===== src/rtl/ram_sdp_pkg.sv =====
// Shared types and elaboration helpers for the single-clock simple-dual-port RAM
// with a hardware clear sequencer.
package ram_sdp_pkg;

    typedef enum logic {
        CLEAR = 1'b0,
        IDLE  = 1'b1
    } state_t;

    function automatic int nbytes(input int data_width, input int byte_width);
        return data_width / byte_width;
    endfunction

    function automatic bit latency_ok(input int read_latency);
        return (read_latency == 1) || (read_latency == 2);
    endfunction

    function automatic bit width_ok(input int data_width, input int byte_width);
        return (byte_width > 0) && ((data_width % byte_width) == 0);
    endfunction

endpackage


===== src/rtl/ram_sdp_core.sv =====
// Bare storage array: per-lane write enables and one registered read port.
// The array itself is never reset; only the read register is.
module ram_sdp_core
    import ram_sdp_pkg::*;
#(
    parameter int DATA_WIDTH = 16,
    parameter int ADDR_WIDTH = 8,
    parameter int BYTE_WIDTH = 8
) (
    input  logic                                clk,
    input  logic                                rst,
    input  logic [DATA_WIDTH/BYTE_WIDTH-1:0]    wr_en,
    input  logic [ADDR_WIDTH-1:0]               wr_addr,
    input  logic [DATA_WIDTH-1:0]               wr_data,
    input  logic                                rd_en,
    input  logic [ADDR_WIDTH-1:0]               rd_addr,
    output logic [DATA_WIDTH-1:0]               rd_data
);

    localparam int NBYTES = nbytes(DATA_WIDTH, BYTE_WIDTH);
    localparam int DEPTH  = 2 ** ADDR_WIDTH;

    logic [DATA_WIDTH-1:0] mem [DEPTH];
    logic [DATA_WIDTH-1:0] rd_data_q;
    logic [DATA_WIDTH-1:0] rd_data_d;

    always_ff @(posedge clk) begin
        for (int i = 0; i < NBYTES; i++) begin
            if (wr_en[i]) begin
                mem[wr_addr][i*BYTE_WIDTH +: BYTE_WIDTH] <= wr_data[i*BYTE_WIDTH +: BYTE_WIDTH];
            end
        end
    end

    // Nonblocking write above means a same-edge read sees the old word.
    always_comb begin
        rd_data_d = rd_data_q;
        if (rd_en) begin
            rd_data_d = mem[rd_addr];
        end
    end

    always_ff @(posedge clk or posedge rst) begin
        if (rst) begin
            rd_data_q <= '0;
        end else begin
            rd_data_q <= rd_data_d;
        end
    end

    assign rd_data = rd_data_q;

endmodule


===== src/rtl/ram_sdp_clear.sv =====
// Simple-dual-port RAM top: clear sequencer, write-port mux, collision bypass
// and the optional second read stage with its valid strobe.
module ram_sdp_clear
    import ram_sdp_pkg::*;
#(
    parameter int                    DATA_WIDTH   = 16,
    parameter int                    ADDR_WIDTH   = 8,
    parameter int                    BYTE_WIDTH   = 8,
    parameter int                    READ_LATENCY = 1,
    parameter int                    WRITE_FIRST  = 0,
    parameter logic [DATA_WIDTH-1:0] CLEAR_VALUE  = '0
) (
    input  logic                                clk,
    input  logic                                rst,
    input  logic [DATA_WIDTH-1:0]               data,
    input  logic [ADDR_WIDTH-1:0]               write_addr,
    input  logic                                we,
    input  logic [DATA_WIDTH/BYTE_WIDTH-1:0]    be,
    input  logic [ADDR_WIDTH-1:0]               read_addr,
    input  logic                                re,
    input  logic                                clear_req,
    output logic                                busy,
    output logic [DATA_WIDTH-1:0]               q,
    output logic                                q_valid
);

    localparam int                    NBYTES    = nbytes(DATA_WIDTH, BYTE_WIDTH);
    localparam logic [ADDR_WIDTH-1:0] LAST_ADDR = '1;

    if (!latency_ok(READ_LATENCY)) begin : g_bad_latency
        $error("ram_sdp_clear: READ_LATENCY must be 1 or 2");
    end
    if (!width_ok(DATA_WIDTH, BYTE_WIDTH)) begin : g_bad_width
        $error("ram_sdp_clear: DATA_WIDTH must be a multiple of BYTE_WIDTH");
    end

    state_t                state_q, state_d;
    logic [ADDR_WIDTH-1:0] cnt_q, cnt_d;
    logic [NBYTES-1:0]     wr_en;
    logic [ADDR_WIDTH-1:0] wr_addr;
    logic [DATA_WIDTH-1:0] wr_data;
    logic                  rd_accept;
    logic [NBYTES-1:0]     byp_lanes_q, byp_lanes_d;
    logic [DATA_WIDTH-1:0] byp_data_q, byp_data_d;
    logic                  valid1_q, valid1_d;
    logic [DATA_WIDTH-1:0] rd_data;
    logic [DATA_WIDTH-1:0] lane_mask;
    logic [DATA_WIDTH-1:0] q1;

    // Clear owns the write port; a clear request swallows same-cycle user access.
    always_comb begin
        state_d   = state_q;
        cnt_d     = cnt_q;
        wr_en     = '0;
        wr_addr   = write_addr;
        wr_data   = data;
        rd_accept = 1'b0;
        case (state_q)
            CLEAR: begin
                wr_en   = '1;
                wr_addr = cnt_q;
                wr_data = CLEAR_VALUE;
                cnt_d   = cnt_q + ADDR_WIDTH'(1);
                if (cnt_q == LAST_ADDR) begin
                    state_d = IDLE;
                end
            end
            IDLE: begin
                if (clear_req) begin
                    state_d = CLEAR;
                    cnt_d   = '0;
                end else begin
                    if (we) begin
                        wr_en = be;
                    end
                    rd_accept = re;
                end
            end
            default: state_d = CLEAR;
        endcase
    end

    // Remember which lanes a colliding write replaced so the read result can be patched.
    always_comb begin
        byp_lanes_d = byp_lanes_q;
        byp_data_d  = byp_data_q;
        valid1_d    = rd_accept;
        if (rd_accept) begin
            byp_data_d  = data;
            byp_lanes_d = ((WRITE_FIRST != 0) && (write_addr == read_addr)) ? wr_en : '0;
        end
    end

    always_comb begin
        lane_mask = '0;
        for (int i = 0; i < NBYTES; i++) begin
            lane_mask[i*BYTE_WIDTH +: BYTE_WIDTH] = {BYTE_WIDTH{byp_lanes_q[i]}};
        end
        q1 = (rd_data & ~lane_mask) | (byp_data_q & lane_mask);
    end

    always_ff @(posedge clk or posedge rst) begin
        if (rst) begin
            state_q     <= CLEAR;
            cnt_q       <= '0;
            byp_lanes_q <= '0;
            byp_data_q  <= '0;
            valid1_q    <= 1'b0;
        end else begin
            state_q     <= state_d;
            cnt_q       <= cnt_d;
            byp_lanes_q <= byp_lanes_d;
            byp_data_q  <= byp_data_d;
            valid1_q    <= valid1_d;
        end
    end

    ram_sdp_core #(
        .DATA_WIDTH (DATA_WIDTH),
        .ADDR_WIDTH (ADDR_WIDTH),
        .BYTE_WIDTH (BYTE_WIDTH)
    ) u_core (
        .clk     (clk),
        .rst     (rst),
        .wr_en   (wr_en),
        .wr_addr (wr_addr),
        .wr_data (wr_data),
        .rd_en   (rd_accept),
        .rd_addr (read_addr),
        .rd_data (rd_data)
    );

    if (READ_LATENCY == 2) begin : g_lat2
        logic [DATA_WIDTH-1:0] q2_q, q2_d;
        logic                  valid2_q, valid2_d;

        always_comb begin
            q2_d     = valid1_q ? q1 : q2_q;
            valid2_d = valid1_q;
        end

        always_ff @(posedge clk or posedge rst) begin
            if (rst) begin
                q2_q     <= '0;
                valid2_q <= 1'b0;
            end else begin
                q2_q     <= q2_d;
                valid2_q <= valid2_d;
            end
        end

        assign q       = q2_q;
        assign q_valid = valid2_q;
    end else begin : g_lat1
        assign q       = q1;
        assign q_valid = valid1_q;
    end

    assign busy = (state_q == CLEAR);

endmodule


===== config.mk =====
export PLATFORM = sky130hd
export DESIGN_NAME = ram_sdp_clear
export DESIGN_NICKNAME = d
export VERILOG_FILES = /design/src/rtl/ram_sdp_pkg.sv /design/src/rtl/ram_sdp_core.sv /design/src/rtl/ram_sdp_clear.sv
export SDC_FILE = /design/constraint.sdc
export NUM_CORES = 2
export LEC_CHECK = 0
export CAP_MARGIN = 25
export CORE_MARGIN = 2
export CORE_UTILIZATION = 40
export CTS_CLUSTER_DIAMETER = 120
export CTS_CLUSTER_SIZE = 40
export DETAILED_ROUTE_END_ITERATION = 10
export DONT_BUFFER_PORTS = 1
export PLACE_DENSITY = 0.55
export SYNTH_ARGS = -nofsm -noshare
export SYNTH_HDL_FRONTEND = slang
export SYNTH_HIERARCHICAL = 1
export SYNTH_SLANG_ARGS = --single-unit

===== constraint.sdc =====
create_clock -name clk -period 5.9 [get_ports clk]
set_clock_uncertainty 0.2 [all_clocks]
set_input_delay 0.59 -clock clk [delete_from_list [all_inputs] [get_ports clk]]
set_output_delay 0.59 -clock clk [all_outputs]
set_load 0.05 [all_outputs]

==> impl_metrics.ini <==
[status]
status = complete, no violations

[clock_tree]
cts_tree = yes
clkTransAtPathRegs_ns = 0.15
cts_buffer_depth = 4
cts-buffers-inserted = 118
clk_latency_ns = 0.96
cts-root-buf = clkbuf_16
cts_hold_buf = 12
clock_sinks = 4122
cts_setup_buffers = 0
h-tree-depth = 3
cts_resized = 0

[setup_path]
crit_path_end_kind = flip-flop
r2r_slack_ns = 0.82
criticalPathCategory = input pin to flip-flop
r2r_start = state_q$_DFF_PP0_
startpoint_type = input pin
crit_fanout = 148
arrival_ns = 6.17
r2r_end = u_core/mem[82][1]$_DFFE_PP_
critPathRequiredTime_ns = 6.55
rr_worst_depth = 6

[logic_synthesis]
ys_seq_area_share_pct = 76.7
synth_async_sr_flop_share_pct = 0.631
netlist_area_um2 = 161000
synthCells = 7956
synth_seq_cells = 4122
synthesis.nets = 7996
synth_area_per_cell_um2 = 20.3
synth_edf_count = 4096
synth_ff_type = edfxtp_1
yosysUniqueCellTypes = 77
yosysWarnings = 6

[cells_and_area]
fin_util_pct = 42.8
stdcell_area_um2 = 172000
area_growth_pct = 6.76
drive_gt1_share_pct = 16.4
finalNetCount = 8090

[grt]
grt_max_degree = 679
grt_pass1_wl_um = 631000
grt-ovfl-total = 0
antenna_found_initial = 35
grt_pass1_vias = 79000
grt_usage_pct = 21.9

[floorplanning]
coreArea_um2 = 402000
rows = 233
ios = 57
die_h_um = 639
start_util_pct = 40.1
die-area_um2 = 408000
die_w_um = 639

[drt]
vias = 80600
antenna_left = 0
post-route-drc-count = 0
wire_per_inst_um = 34.0
dr.pass1.iters = 6
drt-initial-drc-count = 10100
viasPerCell = 6.00
wirelength_um = 456000

[placed_design]
dp_hpwl_um = 275000
post-place-ws_ns = -0.578
dpl_cell_area_um2 = 168000
numPortBuffers = 0
place.gp.congestion = 0.829

[sta]
setup_violations = 0
fin_crit_sh_pct = 93.6
fin_worst_hold_slack_ns = 0.0631
maxSlewHeadroom_pct = 4.32
fmax_mhz = 181
fin_ws_ns = 0.381
worst-slew-pin-transition_ns = 1.44
rsz0062_at_grt = false
fin_crit_ns = 5.52
hold_viol = 0
drv_slew = 0

[power]
max-vdd-ir-drop_uv = 308
p_leak_nw = 49.9
p_per_area_nw_per_um2 = 292
power.total_mw = 50.2

[job]
drv_cap = 0

[worst_hold_path]
min_path_type = input pin to asynchronous set/reset pin
-- synth_stat cells (all sizes together), types with 71 or more instances --
cell | n | area (µm²)
a211oi | 71 | 533
a21oi | 128 | 641
a22oi | 132 | 991
buf | 290 | 2550
clkbuf | 211 | 995
edfxtp | 4096 | 123000
mux2i | 613 | 6140
mux4 | 726 | 16600
nand2 | 223 | 837
nand3 | 74 | 380
nor2 | 564 | 2120
o221ai | 117 | 1040
o22ai | 181 | 1130
-- worst max path at each step --
| stage | from | end | slack, ns | cells after the start |
|---|---|---|---|---|
| floorplan | state_q$_DFF_PP0_ | u_core/mem[0][10]$_DFFE_PP_ | 0.75 | 3 |
| global placement | read_addr[0] | u_core/rd_data[1]$_DFFE_PP0P_ | -0.66 | 12 |
| detailed placement | read_addr[0] | u_core/rd_data[1]$_DFFE_PP0P_ | -0.58 | 12 |
| CTS | read_addr[0] | u_core/rd_data[1]$_DFFE_PP0P_ | 0.47 | 12 |
| global route | read_addr[0] | u_core/rd_data[1]$_DFFE_PP0P_ | 0.12 | 12 |
| finish | read_addr[0] | u_core/rd_data[1]$_DFFE_PP0P_ | 0.38 | 12 |
-- critical path: stages --
cell and delay, ns:
buf_16 0.67, buf_16 0.68, buf_16 0.66, buf_16 0.73, mux4_1 0.66, nor2b_1 0.15, a2111oi_0 0.09, a2111oi_0 0.44
buf_4 0.20, nor4_1 0.05, a32oi_1 0.24, o21ai_1 0.11
-- state kept, by name, indices dropped and copies added (netlist names) --
signal / count
u_core/rd_data: 16
state_q: 1
cnt_q: 8
u_core/mem: 4096
q_valid: 1
-- area by class of cell --
type	count	area (µm²)
Sequential cell	4122	124000
Clock buffer	154	3160
Fill cell	34400	230000
Multi-Input combinational cell	3319	34100
Antenna cell	30	75.1
Clock inverter	16	154
Tap cell	5287	6620
Timing Repair Buffer	478	4310
Inverter	11	48.8
-- per-layer routing --
layer | global-route usage (%) | vias to the layer above | share of wire (%)
li1 | - | 32900 | -
met1 | 30.9 | 44100 | 42
met2 | 35.1 | 3201 | 48
met3 | 3.33 | 407 | 7.6
met4 | 6.70 | 2 | 3.3
met5 | 0 | - | 0.0022
-- power by group --
group	internal [mW]	switching [mW]	total, mW
Clock	3.93	8.21	12.1
Sequential	32.7	0.364	33.0
Combinational	1.29	3.75	5.04
Total	37.9	12.3	50.2
-- stage by stage --
stage / std cells / setup TNS [ns]
2_1_floorplan: 7956 / 0
3_3_place_gp: 13200 / -3.66
3_5_place_dp: 13200 / -3.17
4_1_cts: 13400 / 0
5_1_grt: 13400 / 0
6_report: 13400 / 0
-- layout by cell type, fill, tap and decap left out, drive strengths merged, types with 4 or more instances in the layout --
cell,count
edfxtp,4096
mux4,726
mux2i,613
nor2,564
buf,462
nand2,223
o22ai,181
clkbuf,154
a22oi,132
a21oi,128
o221ai,117
nand3,74
a211oi,71
o21ai,69
nor3,68
a2111oi,60
nor2b,41
nand4,32
mux2,31
diode,30
a221oi,27
dfrtp,26
and2,22
a22o,19
and3,16
nor4,14
inv,14
dlygate4sd3,13
a31oi,12
a32oi,10
clkinv,10
and4,5
o31ai,5
a211o,5
and4b,5
or3b,4
nand2b,4
-- logic make-up (layout without fill, tap and decap cells) --
group | count (synthesis) | in the layout | synth area share (%)
compound gates | 855 | 855 | 3.75
simple gates | 1091 | 1091 | 2.95
fa+ha+maj | 1 | 1 | 0.00776
other cells | 0 | 30 | 0
buf+inv | 515 | 659 | 2.25
xor+xnor | 2 | 2 | 0.0109
mux | 1370 | 1370 | 14.3
flops | 4122 | 4122 | 76.7
Note: power is estimated with default switching activity, not from simulation.
